### config.mk
export PLATFORM = sky130hd
export DESIGN_NAME = icache_controller_flat
export DESIGN_NICKNAME = d
export VERILOG_FILES = /design/src/rtl/icache_pkg.sv /design/src/rtl/icache_if.sv /design/src/rtl/icache_line_array.sv /design/src/rtl/icache_controller.sv /design/src/flat_wrapper.sv
export SDC_FILE = /design/constraint.sdc
export NUM_CORES = 1
export LEC_CHECK = 0
export CORE_MARGIN = 8
export CORE_UTILIZATION = 35
export CTS_BUF_LIST = sky130_fd_sc_hd__clkbuf_4 sky130_fd_sc_hd__clkbuf_8 sky130_fd_sc_hd__clkbuf_16
export DETAILED_ROUTE_END_ITERATION = 10
export PLACE_DENSITY = 0.47
export SLEW_MARGIN = 15
export SYNTH_ARGS = -nofsm -noshare
export SYNTH_HDL_FRONTEND = slang
export SYNTH_SLANG_ARGS = --single-unit
### constraint.sdc
create_clock -name clock -period 20.8 [get_ports clock]
set_input_delay 6.24 -clock clock [delete_from_list [all_inputs] [get_ports clock]]
set_output_delay 6.24 -clock clock [all_outputs]
set_load 0.05 [all_outputs]
### src/rtl/icache_pkg.sv
// Shared types and constants for the direct-mapped instruction cache.
package icache_pkg;

  // Cache line width in bits (four 32-bit words).
  localparam int LINE_W     = 128;
  // Block address width: byte address bits [31:4].
  localparam int MEM_ADDR_W = 28;
  // Word-within-line offset width.
  localparam int WORD_OFF_W = 2;

  // Miss-handling FSM states.
  typedef enum logic [1:0] {
    IDLE     = 2'd0,
    MEM_READ = 2'd1,
    UPDATE   = 2'd2
  } state_t;

endpackage : icache_pkg

### src/rtl/icache_if.sv
// Bus bundles for the cache: CPU fetch side and instruction-memory block-read side.

// CPU fetch bus. The CPU is the master; the cache answers as slave.
interface icache_cpu_if;
  logic        read;
  logic [31:0] address;
  logic [31:0] instruction;
  logic        busywait;

  modport master (output read, output address, input instruction, input busywait);
  modport slave  (input read, input address, output instruction, output busywait);
endinterface : icache_cpu_if

// Instruction memory block-read bus. The cache is the master (initiator).
interface icache_mem_if;
  import icache_pkg::*;
  logic                  mem_read;
  logic [MEM_ADDR_W-1:0] mem_address;
  logic [LINE_W-1:0]     mem_readdata;
  logic                  mem_busywait;

  modport master (output mem_read, output mem_address, input mem_readdata, input mem_busywait);
  modport slave  (input mem_read, input mem_address, output mem_readdata, output mem_busywait);
endinterface : icache_mem_if

### src/rtl/icache_line_array.sv
// Valid/tag/data storage for the cache lines: combinational read port,
// synchronous write port. Only the valid bits are cleared by reset; tag and
// data contents are meaningless while the matching valid bit is low.
module icache_line_array
  import icache_pkg::*;
#(
  parameter int NUM_LINES = 8,
  parameter int INDEX_W   = 3,
  parameter int TAG_W     = 25
) (
  input  logic               clock,
  input  logic               reset,
  input  logic [INDEX_W-1:0] rd_index,
  output logic               rd_valid,
  output logic [TAG_W-1:0]   rd_tag,
  output logic [LINE_W-1:0]  rd_data,
  input  logic               wr_en,
  input  logic [INDEX_W-1:0] wr_index,
  input  logic [TAG_W-1:0]   wr_tag,
  input  logic [LINE_W-1:0]  wr_data
);

  logic [NUM_LINES-1:0] valid_reg;
  logic [NUM_LINES-1:0] valid_next;
  logic [TAG_W-1:0]     tag_mem  [NUM_LINES];
  logic [LINE_W-1:0]    data_mem [NUM_LINES];

  // A line becomes valid when it is written; nothing ever invalidates except reset.
  genvar gi;
  generate
    for (gi = 0; gi < NUM_LINES; gi++) begin : g_valid
      assign valid_next[gi] = valid_reg[gi] | (wr_en && (wr_index == INDEX_W'(gi)));
    end
  endgenerate

  // Valid bits: cleared on reset, set on line fill.
  always_ff @(posedge clock) begin
    if (reset) begin
      valid_reg <= '0;
    end else begin
      valid_reg <= valid_next;
    end
  end

  // Tag and data storage: plain write port, no reset needed.
  always_ff @(posedge clock) begin
    if (wr_en) begin
      tag_mem[wr_index]  <= wr_tag;
      data_mem[wr_index] <= wr_data;
    end
  end

  assign rd_valid = valid_reg[rd_index];
  assign rd_tag   = tag_mem[rd_index];
  assign rd_data  = data_mem[rd_index];

endmodule : icache_line_array

### src/rtl/icache_controller.sv
// Direct-mapped instruction cache controller: address split, hit detection,
// miss FSM driving the memory block-read handshake, and hit/miss counters.
module icache_controller
  import icache_pkg::*;
#(
  parameter int NUM_LINES = 8,
  parameter int CNT_W     = 32
) (
  input  logic             clock,
  input  logic             reset,
  icache_cpu_if.slave      cpu,
  icache_mem_if.master     mem,
  output logic [CNT_W-1:0] hit_count,
  output logic [CNT_W-1:0] miss_count
);

  localparam int INDEX_W = $clog2(NUM_LINES);
  localparam int TAG_W   = MEM_ADDR_W - INDEX_W;

  logic [WORD_OFF_W-1:0] offset;
  logic [INDEX_W-1:0]    index;
  logic [TAG_W-1:0]      tag;
  logic                  unused_addr_bits;

  logic                  line_valid;
  logic [TAG_W-1:0]      line_tag;
  logic [LINE_W-1:0]     line_data;
  logic                  hit;
  logic                  fill_en;

  state_t                state_reg;
  logic                  mem_read_reg;
  logic [MEM_ADDR_W-1:0] mem_address_reg;
  logic [CNT_W-1:0]      hit_count_reg;
  logic [CNT_W-1:0]      miss_count_reg;

  assign offset           = cpu.address[3:2];
  assign index            = cpu.address[INDEX_W+3:4];
  assign tag              = cpu.address[31:INDEX_W+4];
  assign unused_addr_bits = &{1'b0, cpu.address[1:0]};

  // The fill uses the latched block address, never the live CPU address, so
  // a changed or dropped request cannot corrupt the line being written.
  // Gating with reset keeps a reset in UPDATE from writing the line.
  assign fill_en = (state_reg == UPDATE) && !reset;

  icache_line_array #(
    .NUM_LINES (NUM_LINES),
    .INDEX_W   (INDEX_W),
    .TAG_W     (TAG_W)
  ) u_lines (
    .clock    (clock),
    .reset    (reset),
    .rd_index (index),
    .rd_valid (line_valid),
    .rd_tag   (line_tag),
    .rd_data  (line_data),
    .wr_en    (fill_en),
    .wr_index (mem_address_reg[INDEX_W-1:0]),
    .wr_tag   (mem_address_reg[MEM_ADDR_W-1:INDEX_W]),
    .wr_data  (mem.mem_readdata)
  );

  assign hit = line_valid && (line_tag == tag);

  // Miss FSM with registered memory request and the two performance counters.
  always_ff @(posedge clock) begin
    if (reset) begin
      state_reg       <= IDLE;
      mem_read_reg    <= 1'b0;
      mem_address_reg <= '0;
      hit_count_reg   <= '0;
      miss_count_reg  <= '0;
    end else begin
      case (state_reg)
        IDLE: begin
          if (cpu.read) begin
            if (hit) begin
              hit_count_reg <= hit_count_reg + CNT_W'(1);
            end else begin
              miss_count_reg  <= miss_count_reg + CNT_W'(1);
              mem_address_reg <= cpu.address[31:4];
              mem_read_reg    <= 1'b1;
              state_reg       <= MEM_READ;
            end
          end
        end
        MEM_READ: begin
          // Memory releases busywait on the edge its final beat completes.
          if (!mem.mem_busywait) begin
            mem_read_reg <= 1'b0;
            state_reg    <= UPDATE;
          end
        end
        UPDATE: begin
          state_reg <= IDLE;
        end
        default: begin
          mem_read_reg <= 1'b0;
          state_reg    <= IDLE;
        end
      endcase
    end
  end

  // CPU stall and instruction word select.
  always_comb begin
    cpu.busywait    = 1'b1;
    cpu.instruction = '0;
    if (state_reg == IDLE) begin
      cpu.busywait = cpu.read && !hit;
    end
    if (cpu.read) begin
      cpu.instruction = line_data[{offset, 5'd0} +: 32];
    end
  end

  assign mem.mem_read    = mem_read_reg;
  assign mem.mem_address = mem_address_reg;
  assign hit_count       = hit_count_reg;
  assign miss_count      = miss_count_reg;

endmodule : icache_controller

### src/flat_wrapper.sv
// flat-port wrapper written by rule: the top's interface ports become plain ports
module icache_controller_flat import icache_pkg::*;
#(
  parameter int NUM_LINES = 8,
  parameter int CNT_W     = 32
)
  (clock, reset, hit_count, miss_count, cpu_read, cpu_address, cpu_instruction, cpu_busywait, mem_mem_read, mem_mem_address, mem_mem_readdata, mem_mem_busywait);
  icache_cpu_if cpu_i ();
  icache_mem_if mem_i ();
  input  logic clock;
  input  logic reset;
  output logic [CNT_W-1:0] hit_count;
  output logic [CNT_W-1:0] miss_count;
  input wire logic [$bits(cpu_i.read)-1:0] cpu_read;
  input wire logic [$bits(cpu_i.address)-1:0] cpu_address;
  output wire logic [$bits(cpu_i.instruction)-1:0] cpu_instruction;
  output wire logic [$bits(cpu_i.busywait)-1:0] cpu_busywait;
  output wire logic [$bits(mem_i.mem_read)-1:0] mem_mem_read;
  output wire logic [$bits(mem_i.mem_address)-1:0] mem_mem_address;
  input wire logic [$bits(mem_i.mem_readdata)-1:0] mem_mem_readdata;
  input wire logic [$bits(mem_i.mem_busywait)-1:0] mem_mem_busywait;
  assign cpu_i.read = cpu_read;
  assign cpu_i.address = cpu_address;
  assign cpu_instruction = cpu_i.instruction;
  assign cpu_busywait = cpu_i.busywait;
  assign mem_mem_read = mem_i.mem_read;
  assign mem_mem_address = mem_i.mem_address;
  assign mem_i.mem_readdata = mem_mem_readdata;
  assign mem_i.mem_busywait = mem_mem_busywait;
  icache_controller #(.NUM_LINES(NUM_LINES), .CNT_W(CNT_W)) u_core (.clock(clock), .reset(reset), .cpu(cpu_i), .mem(mem_i), .hit_count(hit_count), .miss_count(miss_count));
endmodule
==> results of run 1 <==
[routing by layer]
| metal | GRT usage (%) | vias to the layer above | wire length (microns) |
|---|---|---|---|
| met2 | 26.9 | 660 | 64200 |
| met1 | 21.4 | 13800 | 56000 |
| li1 | - | 11200 | - |
| met3 | 4.17 | 219 | 8420 |
| met5 | 0 | - | 131 |
| met4 | 4.22 | 20 | 2840 |
[cell families after synthesis]
logic type / share of synthesized area, %
buffers and inverters: 1.26
AO/OA/AOI/OAI: 2.74
multiplexers: 17.1
flip-flops: 75.1
AND/OR/NAND/NOR: 3.40
XOR/XNOR: 0.254
adder cells (fa/ha/maj): 0.0484
[final timing paths]
kind / from / endpoint / slack, ns
setup reg to reg: u_core.state_reg[1] / u_core.u_lines.data_mem[2][89] / 16.95
hold reg to reg: u_core.u_lines.valid_reg[1] / u_core.u_lines.valid_reg[1] / 0.47
hold / removal: u_core.u_lines.valid_reg[1] / u_core.u_lines.valid_reg[1] / 0.47
setup / recovery: cpu_address[6] / cpu_busywait / 3.67
[layout make-up]
class                           count  area [sq um]
Clock buffer                      187          4060
Fill cell                       12900         85600
Timing Repair Buffer              325          3280
Inverter                           19          71.3
Multi-Input combinational cell   1013         12200
Antenna cell                       13          32.5
Sequential cell                  1327         38800
Clock inverter                     72           617
Tap cell                         1930          2410
[metrics by stage]
step           total power (uW)  worst slack [ns]  cell area (sq um)  cells
5_1_grt                    5950              3.35              61500   4873
3_5_place_dp               3310              3.59              56800   4613
2_1_floorplan              3170              2.95              51700   2497
3_3_place_gp               3310              3.63              56800   4613
4_1_cts                    5840              3.59              61500   4872
6_report                   5760              3.67              61500   4886
[cell usage in the layout (no fill, tap or decap), types with 19 or more instances in the layout]
master           count
mux2_2              21
a21oi_1             74
mux4_2             342
nand2_1             67
clkbuf_4            32
o21ai_0             26
a31o_2              33
or3_1               19
clkinv_1            24
buf_4               29
dfxtp_1            103
clkinv_2            26
mux2i_1             85
nand4_1             21
nor2_1              74
clkdlybuf4s50_1    281
and3_1              20
edfxtp_1          1224
clkbuf_16          150
or4_1               24
o31ai_1             19
nand3_1             29
[power by group through the flow]
stage	logic (uW)	clock network (uW)	registers (uW)
floorplan	170	0	3000
global placement	317	0	2990
detailed placement	322	0	2990
CTS	322	2580	2940
global route	338	2680	2940
finish	315	2510	2940
[worst register-to-register path, cell delays in order, from the launching register on]
cell,delay (ns)
dfxtp_1,0.45
nor3b_1,0.33
nand2b_1,0.29
nor2_4,0.14
buf_4,0.56
buf_4,0.79
buf_4,0.86
==> impl_metrics.toml, run 1 <==
[outcome]
outcome = "finished clean"

[detailed_routing]
final_antenna_net_count = 0
drc = 0
totalWireLength_microns = 132000
vias = 25900
drt-initial-drc-count = 1789
wl_per_cell_microns = 26.9
viasPerCell = 5.29
firstDrtPassIters = 5

[logic_synthesis]
synthDistinctLibCells = 60
synth_area_leaders = "edfxtp_1 (71%), mux4_2 (15%), dfxtp_1 (4.0%), mux2i_1 (1.6%), a21oi_1 (0.72%)"
yosysSeqAreaShare_pct = 75.1
synth_top_area_cell = "edfxtp_1"
syn_area_sq_mm = 0.0517
yosysMostFrequentCell = "edfxtp_1"
async_reset_ff_share_pct = 0
ys.flop_type = "edfxtp_1"
netlist.area_leader.share_pct = 71.2
synth_nets = 2663
yosysWarningCount = 0
ys_ff_latch = 1327
yosys-top-cells-count = "edfxtp_1 (1224), mux4_2 (342), dfxtp_1 (103), mux2i_1 (85), clkbuf_1 (82)"
synth.avg_cell_area_sq_um = 20.7
synth_cells = 2497
synth_enable_flop_cells = 1224

[cells_and_area]
post-route-util_pct = 41.8
reg_top3 = "u_core.u_lines.data_mem (1024), u_core.u_lines.tag_mem (200)"
nNetsFinal = 2998
largest_register_ffs = 1024
drive_above_1_share_pct = 23.7
largest-register = "u_core.u_lines.data_mem"
syn2layout_area_growth_pct = 19.1

[power_and_ir_drop]
p_switching_uw = 1220
seq_power_share_pct = 51.0
pwr-share-comb_pct = 5.5
p_int_uw = 4540
clkPwrFrac_pct = 43.5
netSwitchingFraction_pct = 21.2
p_leak_uw = 0.0192
p_per_area_mw_per_mm2 = 93.6
ir_drop_v = 0.0000554

[timing]
max_slew_margin_pct = 30.5
fin_crit_sh_pct = 82.3
timing.setup.tns_ns = 0
fin_crit_ns = 17.13
rsz0062_at_grt = "no"
finalHoldViolCount = 0
timing.fmax_mhz = 58.4
finClkSkew_ns = 0.0209
finalSetupViolCount = 0
tightest_slew_ns = 1.04
slew_violations = 0
whs_ns = 0.471

[clock_network]
post_cts_buffers = 0
htreeDepth = 4
cts_resized = 0
clk_path_buf_depth = 3
cts_sinks = 1327
cts_buffers = 146
cts_tree = "yes"
cts-hold-fix-buffers = 0
clk_latency_ns = 0.76
path_clk_slew_ns = 0.06
clockRootBuffer = "clkbuf_16"

[worst_setup_path]
cp_top_family = "buffers and inverters"
worst-path-buf-inv = 4
end_kind = "primary output"
r2r_cells = 6
cpMostUsedCell = "buf_4"
critical_path_class = "primary input to primary output"
crit_path_start_kind = "primary input"
cp_cell_sequence = "clkbuf_8 > buf_4 > mux2i_1 > a22oi_1 > a21bo_2 > nand4_1 > nor4bb_1 > and3_1 > buf_4 > o21ai_0 > clkdlybuf4s50_1"
crit_cells = 11
crit_path_max_fanout = 62
crit_arrival_ns = 10.89
slowest_delay_ns = 0.82
crit_required_ns = 14.56
cpMaxStageDelayCell = "buf_4"

[run]
max-cap-violations = 0

[placement]
dp.final_hpwl_microns = 73800
gp_routability_congestion = 0.742
io_buffers = 287

[global_routing]
grt_usage_pct = 16.2
grt_overflow = 0
grt_pass1_vias = 27100
grt_max_degree = 134
antenna_found_initial = 36
grt_pass1_wl_microns = 190000

[die]
io_pins = 290
initial_core_util_pct = 35.1
die_x_microns = 400
die_height_microns = 400
design.core.area_sq_mm = 0.147
fp-row-count = 141
die_area_sq_mm = 0.160

[min_path]
hp-class = "flip-flop to flip-flop"
whs_path_depth = 2
No activity file was read; power rests on OpenSTA's default activity.
==> run 2: changes to the inputs <==
- clock period: 20.8 -> 17.31 ns (I/O delays scaled with it)
==> impl_metrics.toml, run 2 (synthesis results as in run 1) <==
[power_and_ir_drop]
p_leak_uw = 0.0194
clkPwrFrac_pct = 43.9
ir_drop_v = 0.0000723
seq_power_share_pct = 50.6
p_int_uw = 5480
netSwitchingFraction_pct = 21.3
p_per_area_mw_per_mm2 = 113
pwr-share-comb_pct = 5.4
p_switching_uw = 1490

[cells_and_area]
layout_commonest_cell = "edfxtp_1"
reg_top3 = "u_core.u_lines.data_mem (1024), u_core.u_lines.tag_mem (200)"
largest_register_ffs = 1024
drive_above_1_share_pct = 24.1
nNetsFinal = 3012
num-fill-cells = 12900
syn2layout_area_growth_pct = 19.4
largest-register = "u_core.u_lines.data_mem"
final_cell_mix = "edfxtp_1 (1224), mux4_2 (342), clkdlybuf4s50_1 (281)"

[clock_network]
clk_path_buf_depth = 3
cts_buffers = 148
clk_latency_ns = 0.75
cts-hold-fix-buffers = 0
cts_tree = "yes"
htreeDepth = 4
cts_resized = 0
path_clk_slew_ns = 0.06
post_cts_buffers = 0
cts_sinks = 1327
clockRootBuffer = "clkbuf_16"

[die]
initial_core_util_pct = 35.1
die_x_microns = 400
die_area_sq_mm = 0.160
io_pins = 290
die_height_microns = 400
fp-row-count = 141
design.core.area_sq_mm = 0.147

[worst_setup_path]
r2r-end = "u_core.u_lines.data_mem[7][7]"
critical_path_class = "primary input to primary output"
crit_arrival_ns = 9.75
crit_path_start_kind = "primary input"
r2r-start = "u_core.state_reg[1]"
crit_required_ns = 12.12
r2r_cells = 6
crit_path_max_fanout = 77
r2r_setup_slack_ns = 13.12
end_kind = "primary output"

[placement]
io_buffers = 287
gp_routability_congestion = 0.759
dp.final_hpwl_microns = 76900

[outcome]
outcome = "finished clean"

[timing]
fin_crit_ns = 14.94
finalSetupViolCount = 0
finClkSkew_ns = 0.0341
fin_crit_sh_pct = 86.3
whs_ns = 0.463
tightest_slew_ns = 1.13
rsz0062_at_grt = "no"
timing.setup.tns_ns = 0
finalHoldViolCount = 0
timing.fmax_mhz = 66.9
max_slew_margin_pct = 24.9
slew_violations = 0

[detailed_routing]
drc = 0
vias = 25900
final_antenna_net_count = 0
totalWireLength_microns = 132000
wl_per_cell_microns = 27.0
drt-initial-drc-count = 1677
viasPerCell = 5.27
firstDrtPassIters = 5

[global_routing]
antenna_found_initial = 38
grt_pass1_wl_microns = 192000
grt_max_degree = 106
grt_usage_pct = 16.4
grt_overflow = 0
grt_pass1_vias = 27300

[min_path]
hp-class = "flip-flop to flip-flop"
worstHoldStart = "u_core.mem.mem_read"
whs_path_depth = 2
whs_endpoint = "u_core.mem.mem_read"

[run]
max-cap-violations = 0
-- run 2: stage by stage --
stage | setup WS (ns) | std cells | util (%) | total power (uW) | instance area, sq um
2_1_floorplan | 0.504 | 2497 | - | 3810 | 51700
5_1_grt | 2.17 | 4891 | 41.9 | 7190 | 61700
3_5_place_dp | 2.40 | 4625 | 38.6 | 3980 | 56800
4_1_cts | 2.40 | 4890 | 41.9 | 7070 | 61700
3_3_place_gp | 2.41 | 4625 | 38.6 | 3980 | 56800
6_report | 2.37 | 4905 | 41.9 | 6970 | 61700
-- run 2: routing by layer --
layer	routed length (microns)	track usage, %
met5	113	0
met2	65200	27.5
met4	2730	4.19
met1	56700	21.6
met3	7710	3.75
-- run 2: critical path, cell delays in order --
cell             delay (ns)
buf_8                  0.52
buf_4                  0.56
mux4_2                 0.58
mux2i_1                0.32
xor2_1                 0.22
nand2_1                0.10
nor4_2                 0.51
and3_1                 0.25
buf_4                  0.39
o21ai_0                0.19
clkdlybuf4s50_1        0.74
-- run 2: cell type report --
| cell class | count | area [sq um] | share of cell area (%) |
|---|---|---|---|
| Antenna cell | 14 | 35.0 | 0.0568 |
| Clock buffer | 191 | 4080 | 6.61 |
| Clock inverter | 74 | 731 | 1.18 |
| Inverter | 19 | 71.3 | 0.116 |
| Multi-Input combinational cell | 1013 | 12200 | 19.8 |
| Sequential cell | 1327 | 38800 | 62.9 |
| Tap cell | 1930 | 2410 | 3.91 |
| Timing Repair Buffer | 337 | 3310 | 5.36 |
-- run 2: worst max path at each step --
| stage | start | end | slack [ns] |
|---|---|---|---|
| global route | cpu_address[5] | cpu_busywait | 2.17 |
| CTS | cpu_address[5] | cpu_busywait | 2.40 |
| detailed placement | cpu_address[5] | cpu_busywait | 2.40 |
| floorplan | reset | u_core.u_lines.data_mem[4][0] | 0.50 |
| finish | cpu_address[5] | cpu_busywait | 2.37 |
| global placement | cpu_address[5] | cpu_busywait | 2.41 |
-- run 2: power groups by stage --
stage	clock [uW]	combinational [uW]	sequential, uW
finish	3060	379	3530
global route	3260	405	3530
CTS	3150	388	3530
detailed placement	0	388	3600
global placement	0	381	3590
floorplan	0	204	3610
==> run 3: changes to the inputs <==
- SLEW_MARGIN: 15 -> unset
==> impl_metrics.toml, run 3 (synthesis results as in run 1) <==
[cells_and_area]
largest_register_ffs = 1024
drive_above_1_share_pct = 24.1
nNetsFinal = 3011
largest-register = "u_core.u_lines.data_mem"
multiInputGateArea_sq_mm = 0.0122
reg_top3 = "u_core.u_lines.data_mem (1024), u_core.u_lines.tag_mem (200)"
num-fill-cells = 12900
layout_commonest_cell = "edfxtp_1"
syn2layout_area_growth_pct = 19.4
layout.area.seq_sq_mm = 0.0388
final_cell_mix = "edfxtp_1 (1224), mux4_2 (342), clkdlybuf4s50_1 (281)"

[worst_setup_path]
r2r_cells = 8
cpMaxStageDelayCell = "clkdlybuf4s50_1"
crit_path_max_fanout = 77
crit_required_ns = 12.12
slowest_delay_ns = 0.74
critical_path_class = "primary input to primary output"
end_kind = "primary output"
crit_path_start_kind = "primary input"
cpMostUsedCell = "buf_4"
crit_arrival_ns = 9.72
cp_cell_sequence = "buf_8 > buf_4 > mux4_2 > mux2i_1 > xor2_1 > nand2_1 > nor4_2 > and3_1 > buf_4 > o21ai_0 > clkdlybuf4s50_1"

[die]
die_area_sq_mm = 0.160
die_x_microns = 400
fp-row-count = 141
initial_core_util_pct = 35.1
die_height_microns = 400
io_pins = 290
design.core.area_sq_mm = 0.147

[clock_network]
cts_resized = 0
cts-hold-fix-buffers = 0
cts_buffers = 148
cts_sinks = 1327
clockRootBuffer = "clkbuf_16"
htreeDepth = 4
path_clk_slew_ns = 0.06
post_cts_buffers = 0
clk_path_buf_depth = 3
clk_latency_ns = 0.75
cts_tree = "yes"

[timing]
finalHoldViolCount = 0
tightest_slew_ns = 1.16
finClkSkew_ns = 0.0323
timing.fmax_mhz = 67.1
rsz0062_at_grt = "no"
fin_crit_sh_pct = 86.1
fin_crit_ns = 14.91
fin_ws_ns = 2.40
max_slew_margin_pct = 22.2
finalSetupViolCount = 0
timing.setup.tns_ns = 0
slew_violations = 0

[placement]
dp.final_hpwl_microns = 76900
io_buffers = 287
gp_routability_congestion = 0.759
pre_cts_ws_ns = 2.40

[global_routing]
grt_pass1_vias = 27300
grt_usage_pct = 16.4
grt_overflow = 0
antenna_found_initial = 38
grt_max_degree = 106
grt_pass1_wl_microns = 192000

[min_path]
whs_path_depth = 2
hp-class = "flip-flop to flip-flop"

[run]
max-cap-violations = 0

[power_and_ir_drop]
p_per_area_mw_per_mm2 = 113
seq_power_share_pct = 50.6
ir_drop_v = 0.0000723
p_switching_uw = 1490
netSwitchingFraction_pct = 21.3
p_leak_uw = 0.0194
clkPwrFrac_pct = 43.9
pwr-share-comb_pct = 5.4
p_int_uw = 5480

[detailed_routing]
totalWireLength_microns = 132000
vias = 25900
firstDrtPassIters = 5
viasPerCell = 5.27
wl_per_cell_microns = 27.0
drc = 0
drt-initial-drc-count = 1634
final_antenna_net_count = 0

[outcome]
outcome = "finished clean"
==> run 3: changes by cell type in the layout (fill, tap and decap cells not counted), sizes merged <==
cell and delta:
diode +1, buf -1
==> run 3: metrics by stage <==
step                std cells  total power (uW)  instance area, sq um  hold slack, ns  utilization [%]
finish                   4905              6970                 61700           0.463             41.9
global route             4890              7190                 61700           0.502             41.9
CTS                      4890              7070                 61700           0.469             41.9
detailed placement       4625              3980                 56800           0.458             38.6
global placement         4625              3980                 56800           0.444             38.6
floorplan                2497              3810                 51700           0.435                -
==> run 3: path summary, 6_finish.rpt <==
path,endpoint,start,slack [ns]
setup / recovery,cpu_busywait,cpu_address[5],2.40
hold / removal,u_core.mem.mem_read,u_core.mem.mem_read,0.46
setup reg to reg,u_core.hit_count[15],u_core.u_lines.tag_mem[6][21],13.00
hold reg to reg,u_core.mem.mem_read,u_core.mem.mem_read,0.46
==> run 3: critical path: cells and delay by family <==
family                    cells  cell delay, ns
and+or+nand+nor               3            0.81
xor gates and xnor gates      1            0.22
muxes                         2            0.90
buffers and inverters         4            2.22
AOI/OAI and AO/OA             1            0.19
==> run 3: routing by layer <==
| layer | global-route usage [%] | wire length [microns] | vias to the layer above | part of all wire, % |
|---|---|---|---|---|
| met2 | 27.5 | 65400 | 652 | 49 |
| met3 | 3.75 | 7920 | 202 | 6.0 |
| met4 | 4.19 | 2740 | 18 | 2.1 |
| met1 | 21.6 | 56300 | 13800 | 43 |
| li1 | - | - | 11200 | - |
| met5 | 0 | 113 | - | 0.085 |
==> run 3: layout make-up <==
cell class	instances	share of cell area [%]
inverters	19	0.116
repair buffers	336	5.34
clock inverters	74	1.18
diodes	15	0.0608
flip-flops and latches	1327	62.9
multi-input cells	1013	19.9
well taps	1930	3.91
clock buffers	191	6.61
==> run 3: power groups by stage <==
stage	combinational [uW]	clock [uW]	sequential (uW)
2_1_floorplan	204	0	3610
3_3_place_gp	381	0	3590
3_5_place_dp	388	0	3600
4_1_cts	388	3150	3530
5_1_grt	405	3260	3530
6_report	379	3060	3530
